<file path="config.mk">
export PLATFORM = sky130hd
export DESIGN_NAME = detector_intermitente
export DESIGN_NICKNAME = d
export VERILOG_FILES = /design/src/rtl/detector_intermitente.sv
export SDC_FILE = /design/constraint.sdc
export NUM_CORES = 1
export LEC_CHECK = 0
export ABC_CLOCK_PERIOD_IN_PS = 3200
export BUFFER_PORTS_ARGS = -buffer_cell sky130_fd_sc_hd__buf_4
export CORE_MARGIN = 5
export CORE_UTILIZATION = 45
export CTS_CLUSTER_DIAMETER = 120
export DETAILED_ROUTE_END_ITERATION = 8
export HOLD_SLACK_MARGIN = 0.02
export SYNTH_ARGS = -nofsm -noshare
export SYNTH_HDL_FRONTEND = slang
export SYNTH_SLANG_ARGS = --single-unit
</file>
<file path="constraint.sdc">
create_clock -name clk -period 3.2 [get_ports clk]
set_input_delay 0.64 -clock clk [delete_from_list [all_inputs] [get_ports clk]]
set_output_delay 0.64 -clock clk [all_outputs]
set_load 0.02 [all_outputs]
</file>
<file path="src/rtl/detector_intermitente.sv">
// Receive-side monitor for a green/blinking-red lamp pair: synchronizes both lamps, times each
// phase in prescaled ticks, counts red blinks, flags protocol errors and pulses per good cycle.
module detector_intermitente #(
  parameter int unsigned TICK        = 25_000_000,
  parameter int unsigned GREEN_TICKS = 8,
  parameter int unsigned TOL         = 1,
  parameter int unsigned MIN_BLINKS  = 1,
  parameter int unsigned TIMEOUT     = 8
) (
  input  logic       clk,
  input  logic       rst_n,
  input  logic       verde,
  input  logic       vermelho,
  input  logic       clr,
  output logic [1:0] estado,
  output logic       erro,
  output logic       ciclo_ok,
  output logic [7:0] pisca_cnt
);

  localparam int unsigned PW      = (TICK > 1) ? $clog2(TICK) : 1;
  localparam int unsigned GMinI   = (GREEN_TICKS > TOL) ? GREEN_TICKS - TOL : 0;
  localparam int unsigned GMaxI   = (GREEN_TICKS + TOL > 255) ? 255 : GREEN_TICKS + TOL;
  localparam int unsigned TmoI    = (TIMEOUT > 255) ? 255 : TIMEOUT;
  localparam int unsigned MinBlI  = (MIN_BLINKS > 255) ? 255 : MIN_BLINKS;

  localparam logic [PW-1:0] TickMax = PW'(TICK - 1);
  localparam logic [7:0]    GMin    = 8'(GMinI);
  localparam logic [7:0]    GMax    = 8'(GMaxI);
  localparam logic [7:0]    Tmo     = 8'(TmoI);
  localparam logic [7:0]    MinBl   = 8'(MinBlI);

  typedef enum logic [1:0] {
    StOff      = 2'd0,
    StVerde    = 2'd1,
    StVermelho = 2'd2,
    StErro     = 2'd3
  } state_e;

  state_e        state_q, state_d;
  logic [1:0]    v_sync_q, r_sync_q;
  logic          v_prev_q, r_prev_q;
  logic [PW-1:0] presc_q, presc_d;
  logic [7:0]    dur_q, dur_d;
  logic [7:0]    cnt_q, cnt_d;
  logic          erro_q, ok_q, ok_d;
  logic          restart;
  logic [7:0]    cnt_inc, cnt_eff;

  logic v_lvl, r_lvl, v_rise, v_fall, r_rise;
  assign v_lvl  = v_sync_q[1];
  assign r_lvl  = r_sync_q[1];
  assign v_rise = v_lvl & ~v_prev_q;
  assign v_fall = ~v_lvl & v_prev_q;
  assign r_rise = r_lvl & ~r_prev_q;

  always_comb begin
    state_d = state_q;
    cnt_d   = cnt_q;
    ok_d    = 1'b0;
    restart = 1'b0;
    cnt_inc = (cnt_q == 8'hff) ? cnt_q : cnt_q + 8'd1;
    cnt_eff = r_rise ? cnt_inc : cnt_q;

    // Lamps both on is always a fault and overrides any edge seen in the same cycle.
    if (state_q != StErro && v_lvl && r_lvl) begin
      state_d = StErro;
    end else begin
      unique case (state_q)
        StOff: begin
          if (v_rise)      state_d = StVerde;
          else if (r_rise) state_d = StErro;
        end
        StVerde: begin
          if (v_fall) begin
            if (dur_q >= GMin && dur_q <= GMax) begin
              state_d = StVermelho;
              cnt_d   = 8'd0;
            end else begin
              state_d = StErro;
            end
          end else if (dur_q > GMax) begin
            state_d = StErro;
          end
        end
        StVermelho: begin
          if (v_rise) begin
            cnt_d = cnt_eff;
            if (cnt_eff >= MinBl) begin
              state_d = StVerde;
              ok_d    = 1'b1;
            end else begin
              state_d = StErro;
            end
          end else if (r_rise) begin
            cnt_d   = cnt_inc;
            restart = 1'b1;
          end else if (dur_q >= Tmo) begin
            state_d = StOff;
          end
        end
        StErro: begin
          if (clr) state_d = StOff;
        end
      endcase
    end

    if (state_d != state_q) restart = 1'b1;

    presc_d = presc_q + PW'(1);
    dur_d   = dur_q;
    if (restart) begin
      presc_d = '0;
      dur_d   = 8'd0;
    end else if (presc_q == TickMax) begin
      presc_d = '0;
      dur_d   = (dur_q == 8'hff) ? dur_q : dur_q + 8'd1;
    end
  end

  always_ff @(posedge clk or negedge rst_n) begin
    if (!rst_n) begin
      state_q  <= StOff;
      v_sync_q <= 2'b00;
      r_sync_q <= 2'b00;
      v_prev_q <= 1'b0;
      r_prev_q <= 1'b0;
      presc_q  <= '0;
      dur_q    <= 8'd0;
      cnt_q    <= 8'd0;
      erro_q   <= 1'b0;
      ok_q     <= 1'b0;
    end else begin
      state_q  <= state_d;
      v_sync_q <= {v_sync_q[0], verde};
      r_sync_q <= {r_sync_q[0], vermelho};
      v_prev_q <= v_sync_q[1];
      r_prev_q <= r_sync_q[1];
      presc_q  <= presc_d;
      dur_q    <= dur_d;
      cnt_q    <= cnt_d;
      erro_q   <= (state_d == StErro);
      ok_q     <= ok_d;
    end
  end

  assign estado    = state_q;
  assign erro      = erro_q;
  assign ciclo_ok  = ok_q;
  assign pisca_cnt = cnt_q;

endmodule

</file>
==> results.yml <==
floorplanning:
  die_h_um: 91.9
  dieArea_um2: 8440
  io_pins: 17
  core_um2: 6420
  dieWidth_um: 91.9
  rows: 29
  start_util: 0.470
logic_synthesis:
  ys_warn_count: 0
  postSynthCellCount: 316
  syn_area_um2: 3020
  synth_ff_type: "dfrtp_1"
  synth_top_area_share: 0.423
  ys_async_sr_fraction: 1.00
  synth_nets: 330
  synth_area_per_cell_um2: 9.55
  synth-edff-count: 0
  synthDistinctLibCells: 51
  ys_seq_elements: 51
  synth_area_leaders: "dfrtp_1 42%, nor4_2 5.8%, xor2_1 4.1%"
  synth_top_area_cell: "dfrtp_1"
  seq_area_frac_synth: 0.423
power_and_ir_drop:
  powerDensity_nw_per_um2: 665
  ir_worst_vdd_uv: 592
  p_leak_nw: 1.34
timing:
  setup_tns_ps: 0
  tightest_slew_ps: 717
  drv_slew: 0
  finalHoldViolations: 0
  clock.fmax_mhz: 350
  finalClockSkew_ps: 9.83
  fin_crit_sh: 0.893
  rsz0062_at_grt: "no"
  hold_slack_ps: 351
  max-slew-margin-rel: 0.522
  setup_viol: 0
  min_period_ps: 2860
global_route:
  antenna_found_initial: 0
  grt_max_degree: 52
  grt_pass1_vias: 2359
  grt_overflow_total: 0
  grt_usage: 0.158
  grt_pass1_wl_mm: 11.1
setup_path:
  r2r_slack_ps: 340
  r2r_start: "pisca_cnt[0]"
  r2r_end: "presc_q[1]"
  critPathRequiredTime_ps: 3400
  setup.worst_path.start_class: "register"
  worstPathCellList: "ha_1 -> nand2_1 -> nor4bb_1 -> o211ai_1 -> a221oi_1 -> a31oi_4 -> xnor2_4 -> buf_12 -> nor4b_1"
  critical-path-top-delay-family: "compound AO/OA/AOI/OAI gates"
  path_class: "register to register"
  arrival_ps: 3060
  crit_fanout: 33
  ff2ff_path_depth: 9
  cp_slowest_cell: "a221oi_1"
  cpPeakStageDelay_ps: 570
  end_kind: "register"
  critical_path_buf_inv_count: 1
drt:
  drtPass1Iterations: 4
  viasPerCell: 5.99
  drc: 0
  num_vias: 2437
  drt_iter0_markers: 114
  drt.antenna.violating_nets: 0
  wl_per_cell_um: 15.6
  routed_wl_mm: 6.36
clock_network:
  cts_buffers: 5
  clockBufferDepth: 2
  cts_tree: "yes"
  cts_setup_buffers: 0
  cts_hold_buf: 0
  clock_latency_ps: 310
  h-tree-depth: 2
  root_buffer: "clkbuf_8"
  clkSlewWorstSetupHoldPaths_ps: 90
  ctsResizeCount: 0
  numClockSinks: 51
min_path:
  worstHoldPathType: "input port to async pin"
placed_design:
  place_hpwl_mm: 4.27
  gp_congestion: 0.918
  io_buffers: 16
layout:
  area_growth_pct: 10.9
  layout_commonest_cell: "dfrtp_1"
  final_cell_mix: "51 x dfrtp_1, 24 x nand2_1, 23 x nor2_1, 20 x nor3_1, 19 x nand3_1"
  num_antenna_cells: 0
  drive_gt1_frac: 0.152
  num-nets-final: 343
run:
  cap_violations: 0
outcome:
  status: "completed"
## Yosys cell counts (4+ instances only)
| master | instances |
|---|---|
| a31oi_1 | 6 |
| nor3_1 | 20 |
| a21oi_1 | 14 |
| nor4_2 | 14 |
| dfrtp_1 | 51 |
| nand4_1 | 12 |
| ha_1 | 9 |
| xor2_1 | 14 |
| xnor2_1 | 13 |
| nor2_1 | 23 |
| o21ai_0 | 6 |
| nand2_1 | 24 |
| and3_1 | 9 |
| inv_1 | 16 |
| o21bai_1 | 4 |
| nor2b_1 | 4 |
| nor4_1 | 4 |
| clkbuf_1 | 8 |
| nand3_1 | 19 |
## per-stage QoR
stage	power (mW)	utilization	instance area [um^2]	cells	setup slack (ps)
4_1_cts	2.25	0.521	3340	407	326
6_report	2.22	0.521	3340	407	342
3_5_place_dp	1.83	0.505	3240	399	353
2_1_floorplan	1.49	-	3020	316	554
5_1_grt	2.37	0.521	3340	407	88.8
3_3_place_gp	1.84	0.505	3240	399	450
## final cells by class
class / instances / area, um^2
Clock buffer: 8 / 100
Timing Repair Buffer: 20 / 175
Tap cell: 77 / 96.3
Sequential cell: 51 / 1280
Multi-Input combinational cell: 235 / 1640
Inverter: 16 / 60.1
Fill cell: 595 / 3080
## cells by family (layout without fill, tap and decap cells)
family,after synthesis,count (layout),synth area share
buffers and inverters,30,44,0.0423
AND/OR/NAND/NOR,142,142,0.276
adder cells (fa/ha/maj),9,9,0.0373
XOR/XNOR,28,28,0.0838
flip-flops,51,51,0.423
multiplexers,4,4,0.0137
AO/OA/AOI/OAI,52,52,0.124
## report_power, final
group | internal [mW] | total, mW | switching [mW]
clock | 0.198 | 0.411 | 0.213
combinational | 0.370 | 1.07 | 0.699
sequential | 0.681 | 0.744 | 0.0632
## registers in the layout (all words and copies together), names as in the netlist
name       count
r_sync_q       2
erro           1
ciclo_ok       1
estado         2
presc_q       25
v_sync_q       2
r_prev_q       1
dur_q          8
pisca_cnt      8
v_prev_q       1
## worst max path at each step
| stage | start | end | depth (start not counted) |
|---|---|---|---|
| after detailed placement | pisca_cnt[0] | presc_q[1] | 9 |
| after global placement | pisca_cnt[0] | presc_q[1] | 9 |
| after floorplan | pisca_cnt[0] | presc_q[21] | 9 |
| final | pisca_cnt[0] | presc_q[1] | 9 |
| after CTS | pisca_cnt[0] | presc_q[1] | 9 |
| after global routing | pisca_cnt[0] | presc_q[6] | 9 |
## layer usage
metal	part of all wire	global-route usage	wire, um	vias up
met3	0.040	0.0286	253	10
met2	0.46	0.251	2920	67
met5	0	0	0	-
met1	0.49	0.218	3100	1179
met4	0.012	0.0532	76	0
li1	-	-	-	1181
No activity file was read; power rests on OpenSTA's default activity.
